File: config.mk
export PLATFORM = sky130hd
export DESIGN_NAME = speed_select_ctrl
export DESIGN_NICKNAME = d
export VERILOG_FILES = /design/src/rtl/speed_select_ctrl_pkg.sv /design/src/rtl/speed_select_ctrl_key_debounce.sv /design/src/rtl/speed_select_ctrl.sv
export SDC_FILE = /design/constraint.sdc
export NUM_CORES = 1
export LEC_CHECK = 0
export CAP_MARGIN = 30
export CORE_MARGIN = 4
export CORE_UTILIZATION = 50
export DETAILED_ROUTE_END_ITERATION = 8
export DONT_BUFFER_PORTS = 1
export GPL_ROUTABILITY_DRIVEN = 0
export SETUP_SLACK_MARGIN = 0.2
export SLEW_MARGIN = 20
export SYNTH_ARGS = -nofsm -noshare
export SYNTH_HDL_FRONTEND = slang
export SYNTH_SLANG_ARGS = --single-unit
export TNS_END_PERCENT = 10
File: constraint.sdc
create_clock -name clock -period 2.4 [get_ports clock]
set_input_delay 0.36 -clock clock [delete_from_list [all_inputs] [get_ports clock]]
set_output_delay 0.36 -clock clock [all_outputs]
set_load 0.005 [all_outputs]
File: src/rtl/speed_select_ctrl_pkg.sv
// Shared types and constants for the speed select control stage.
package speed_select_ctrl_pkg;

    typedef enum logic [1:0] {
        DB_RELEASED     = 2'b00,
        DB_PRESS_WAIT   = 2'b01,
        DB_PRESSED      = 2'b10,
        DB_RELEASE_WAIT = 2'b11
    } db_state_e;

    localparam logic [1:0] SPEED_FASTEST = 2'b00;
    localparam logic [1:0] SPEED_SLOWEST = 2'b11;
    localparam logic [1:0] SPEED_RESET   = 2'b01;
    localparam logic       RUN_RESET     = 1'b1;

    // Opposing requests in the same cycle cancel; both ends saturate.
    function automatic logic [1:0] next_speed(input logic [1:0] cur,
                                              input logic       up,
                                              input logic       down);
        logic [1:0] nxt;
        nxt = cur;
        if (up && !down && (cur != SPEED_FASTEST)) begin
            nxt = cur - 2'd1;
        end else if (down && !up && (cur != SPEED_SLOWEST)) begin
            nxt = cur + 2'd1;
        end
        return nxt;
    endfunction

endpackage

File: src/rtl/speed_select_ctrl_key_debounce.sv
// Two-flop synchroniser plus debounce FSM for one active-low push button.
module key_debounce
    import speed_select_ctrl_pkg::*;
#(
    parameter int unsigned DEBOUNCE_CYCLES = 16,
    parameter int unsigned CNT_W           = 20
) (
    input  logic clock,
    input  logic reset_n,
    input  logic key_n,
    output logic press,
    output logic pressed
);

    localparam logic [CNT_W-1:0] CNT_LAST = CNT_W'(DEBOUNCE_CYCLES - 1);
    localparam logic [CNT_W-1:0] CNT_ONE  = CNT_W'(1);

    logic             sync1_q, sync2_q;
    db_state_e        state_q, state_d;
    logic [CNT_W-1:0] cnt_q, cnt_d;
    logic             press_q, press_d;

    always_ff @(posedge clock or negedge reset_n) begin
        if (!reset_n) begin
            sync1_q <= 1'b1;
            sync2_q <= 1'b1;
            state_q <= DB_RELEASED;
            cnt_q   <= '0;
            press_q <= 1'b0;
        end else begin
            sync1_q <= key_n;
            sync2_q <= sync1_q;
            state_q <= state_d;
            cnt_q   <= cnt_d;
            press_q <= press_d;
        end
    end

    always_comb begin
        state_d = state_q;
        cnt_d   = cnt_q;
        press_d = 1'b0;
        case (state_q)
            DB_RELEASED: begin
                if (!sync2_q) begin
                    state_d = DB_PRESS_WAIT;
                    cnt_d   = CNT_ONE;
                end
            end
            DB_PRESS_WAIT: begin
                if (sync2_q) begin
                    state_d = DB_RELEASED;
                    cnt_d   = '0;
                end else if (cnt_q == CNT_LAST) begin
                    state_d = DB_PRESSED;
                    cnt_d   = '0;
                    press_d = 1'b1;
                end else begin
                    cnt_d = cnt_q + CNT_ONE;
                end
            end
            DB_PRESSED: begin
                if (sync2_q) begin
                    state_d = DB_RELEASE_WAIT;
                    cnt_d   = CNT_ONE;
                end
            end
            DB_RELEASE_WAIT: begin
                if (!sync2_q) begin
                    state_d = DB_PRESSED;
                    cnt_d   = '0;
                end else if (cnt_q == CNT_LAST) begin
                    state_d = DB_RELEASED;
                    cnt_d   = '0;
                end else begin
                    cnt_d = cnt_q + CNT_ONE;
                end
            end
            default: begin
                state_d = DB_RELEASED;
                cnt_d   = '0;
            end
        endcase
    end

    assign press   = press_q;
    assign pressed = (state_q == DB_PRESSED) || (state_q == DB_RELEASE_WAIT);

endmodule

File: src/rtl/speed_select_ctrl.sv
// Button-driven speed select and run flag feeding the clock-rate divider.
module speed_select_ctrl
    import speed_select_ctrl_pkg::*;
#(
    parameter int unsigned DEBOUNCE_CYCLES = 16,
    parameter int unsigned CNT_W           = 20
) (
    input  logic       clock,
    input  logic       reset_n,
    input  logic       key_up_n,
    input  logic       key_down_n,
    input  logic       key_pause_n,
    output logic [1:0] speeds,
    output logic       run,
    output logic       speed_changed
);

    logic       up_press, down_press, pause_press;
    logic [2:0] unused_held;

    logic [1:0] speeds_q, speeds_d;
    logic       run_q, run_d;
    logic       changed_q, changed_d;

    key_debounce #(.DEBOUNCE_CYCLES(DEBOUNCE_CYCLES), .CNT_W(CNT_W)) u_db_up (
        .clock   (clock),
        .reset_n (reset_n),
        .key_n   (key_up_n),
        .press   (up_press),
        .pressed (unused_held[0])
    );

    key_debounce #(.DEBOUNCE_CYCLES(DEBOUNCE_CYCLES), .CNT_W(CNT_W)) u_db_down (
        .clock   (clock),
        .reset_n (reset_n),
        .key_n   (key_down_n),
        .press   (down_press),
        .pressed (unused_held[1])
    );

    key_debounce #(.DEBOUNCE_CYCLES(DEBOUNCE_CYCLES), .CNT_W(CNT_W)) u_db_pause (
        .clock   (clock),
        .reset_n (reset_n),
        .key_n   (key_pause_n),
        .press   (pause_press),
        .pressed (unused_held[2])
    );

    always_comb begin
        speeds_d  = next_speed(speeds_q, up_press, down_press);
        run_d     = run_q ^ pause_press;
        changed_d = (speeds_d != speeds_q);
    end

    always_ff @(posedge clock or negedge reset_n) begin
        if (!reset_n) begin
            speeds_q  <= SPEED_RESET;
            run_q     <= RUN_RESET;
            changed_q <= 1'b0;
        end else begin
            speeds_q  <= speeds_d;
            run_q     <= run_d;
            changed_q <= changed_d;
        end
    end

    assign speeds        = speeds_q;
    assign run           = run_q;
    assign speed_changed = changed_q;

endmodule
==> out/qor.yml <==
floorplanning:
  die_h_microns: 98.5
  coreArea_sq_mm: 0.00785
  start_util_pct: 52.1
  die_w_microns: 98.5
  die_area_sq_mm: 0.00969
  pin_count: 9
  rows: 32
critical_path:
  arrival_ns: 2.26
  cp_top_family: "simple AND/OR/NAND/NOR gates"
  cp-startpoint: "u_db_pause.cnt_q[9]$_DFFE_PN0P_"
  critical_path.slowest_cell: "or4_1"
  cp_data_required_time_ns: 2.63
  cp_max_fo: 16
  cpPeakStageDelay_ns: 0.56
  start_kind: "flip-flop"
  path_cells: "or4_1, nor3_2, a21oi_2, nor2_2, nor2_1"
  crit_buf_inv: 0
  crit_type: "reg2reg"
  endpoint_kind: "flip-flop"
  r2r_start: "u_db_pause.cnt_q[9]$_DFFE_PN0P_"
power:
  swShare_pct: 33.4
  p_total_mw: 3.46
  power.density_mw_per_mm2: 779
  switchingPower_mw: 1.16
  pwr-share-seq_pct: 44.5
  internal_power_mw: 2.30
  pwr-share-clk_pct: 31.1
  power.leakage_nw: 1.80
  irDropWorstVdd_mv: 0.623
  p_comb_share_pct: 24.3
clock_tree:
  clock-root-buffer: "clkbuf_8"
  cts_tree: "built"
  insertion_delay_ns: 0.36
  cts.sinks: 79
  cts_buffer_depth: 2
  htreeDepth: 3
  clkSlewWorstSetupHoldPaths_ns: 0.09
  numCtsBuffers: 9
job:
  cap_viol_max_count: 0
synthesis:
  async_flop_share_pct: 100
  synth_top_cell_by_area: "dfrtp_1"
  yosysUniqueCellTypes: 48
  synth-edff-count: 0
  synth_top_cell_area_share_pct: 43.4
  ys_seq_elements: 79
  ys_warn_count: 0
  synthCells: 439
  syn_area_sq_mm: 0.00409
  ys_seq_area_share_pct: 48.6
  syn-mean-instance-area_sq_um: 9.32
  ys.flop_type: "dfrtp_1"
  syn_nets: 449
  yosysMostFrequentCell: "dfrtp_1"
  synth.cells.most_frequent: "dfrtp_1 (71), nand2_1 (45), nand3_1 (33)"
  synthTopCellsByArea: "dfrtp_1 (43%), dfstp_2 (5.1%), a31oi_1 (4.7%)"
detailed_routing:
  vias: 3314
  ant_nets: 0
  wl_mm: 8.58
  drt_iter0_drc: 114
  dr.pass1.iters: 5
  viasPerCell: 6.07
  wl_per_cell_microns: 15.7
  drc_errors: 0
timing:
  worst_pin_slew_ns: 0.666
  rsz0062_at_grt: "false"
  skew_ns: 0.0112
  finalSetupTns_ns: 0
  finalSetupViolCount: 0
  max_freq_ghz: 0.493
  drv_slew: 0
  post-route-period-util_pct: 84.6
  fin_crit_ns: 2.03
  finalHoldViolations: 0
  max_slew_margin_pct: 55.6
  setup_slack_ns: 0.370
global_routing:
  antenna_found_initial: 0
  grt_pass1_vias: 3174
  track_usage_pct: 19.0
  grt_max_degree: 80
  grt_pass1_wl_mm: 15.3
  grt-ovfl-total: 0
layout:
  drive_gt1_share_pct: 9.46
  fin_cells: 546
  syn_to_final_growth_pct: 8.47
  diodes: 0
  final_core_util_pct: 56.6
  fillerInstances: 729
  nNetsFinal: 449
outcome:
  status: "completed"
min_path:
  min-delay-start: "u_db_pause.sync1_q$_DFF_PN1_"
  hold_class: "reg2reg"
placement:
  post-dp-hpwl_mm: 5.67
  dp_cells: 525
  portBuffers: 0
  preCtsSetupSlack_ns: 0.398
-- area by class of cell --
type	count	area (sq um)	area share [%]
Timing Repair Buffer	6	87.6	1.97
Clock inverter	6	85.1	1.92
Multi-Input combinational cell	330	1970	44.5
Tap cell	102	128	2.88
Clock buffer	10	128	2.88
Inverter	13	48.8	1.10
Sequential cell	79	1990	44.8
-- path summary, 6_finish.rpt --
kind	to	slack (ns)	cells past startpoint
setup / recovery	u_db_pause.cnt_q[15]$_DFFE_PN0P_	0.37	5
hold / removal	u_db_pause.sync2_q$_DFF_PN1_	0.36	0
setup reg to reg	u_db_pause.cnt_q[15]$_DFFE_PN0P_	0.37	5
hold reg to reg	u_db_pause.sync2_q$_DFF_PN1_	0.36	0
max in group asynchronous	u_db_down.sync1_q$_DFF_PN1_	1.49	2
min in group asynchronous	u_db_pause.cnt_q[8]$_DFFE_PN0P_	0.56	2
-- power groups by stage --
stage | Sequential [mW] | Clock, mW | Combinational (mW)
after global placement | 1.56 | 0 | 0.785
after floorplan | 1.52 | 0 | 0.689
after global routing | 1.56 | 1.16 | 0.952
final | 1.54 | 1.08 | 0.842
after detailed placement | 1.56 | 0 | 0.805
after CTS | 1.54 | 1.10 | 0.846
-- placed cells by master (no fill, tap or decap), types with 6 or more instances in the layout --
master    instances
dfstp_2           8
nand2_1          45
a41oi_1           8
nor3_1           13
a22o_1            7
and3_1           11
inv_1            13
nand3_1          33
nand2b_1          7
a21oi_1          29
or3_1             6
xnor2_1          10
a31oi_1          31
dfrtp_1          71
o21ai_0          27
nand4_1          12
clkbuf_8          9
nor4_1           12
nor2_1           30
-- routing by layer --
layer	global-route usage, %	part of all wire (%)	up-vias
li1	-	-	1629
met1	27.1	48	1609
met2	29.2	47	62
met3	2.97	3.2	14
met4	7.35	1.8	0
met5	0	0	-
-- cells by family (layout without fill, tap and decap cells) --
| kind of cell | count (synthesis) | after routing | synth area share, % |
|---|---|---|---|
| xor gates and xnor gates | 15 | 15 | 3.58 |
| DFF | 79 | 79 | 48.6 |
| and+or+nand+nor | 192 | 192 | 24.7 |
| adders and majority gates | 5 | 5 | 1.53 |
| buffers and inverters | 30 | 35 | 3.39 |
| muxes | 2 | 2 | 0.489 |
| AOI/OAI and AO/OA | 116 | 116 | 17.8 |
-- registers in the layout (all words and copies together), names as in the netlist, named ones only --
signal / count
u_db_up.cnt_q: 20
u_db_down.sync2_q: 1
speed_changed: 1
u_db_pause.sync1_q: 1
u_db_down.cnt_q: 20
u_db_down.sync1_q: 1
u_db_pause.cnt_q: 20
u_db_pause.sync2_q: 1
u_db_up.state_q: 1
u_db_down.state_q: 1
u_db_pause.press: 1
u_db_down.press: 1
u_db_up.press: 1
u_db_pause.state_q: 1
u_db_up.sync1_q: 1
speeds: 2
u_db_up.sync2_q: 1
run: 1
-- timing repair --
| action | in CTS | in global routing |
|---|---|---|
| gates resized for setup | 0 | 1 |
| hold endpoints to repair | 82 | 0 |
| buffers inserted | 0 | 0 |
| hold buffers | 5 | 0 |
| setup endpoints to repair | 0 | 1 |
-- per-stage QoR --
step,cell area [sq um],hold slack (ns)
after floorplan,4090,0.0644
after global placement,4150,0.0664
after detailed placement,4150,0.0671
after CTS,4430,0.360
after global routing,4440,0.368
final,4440,0.359
Note: power is estimated with default switching activity, not from simulation.
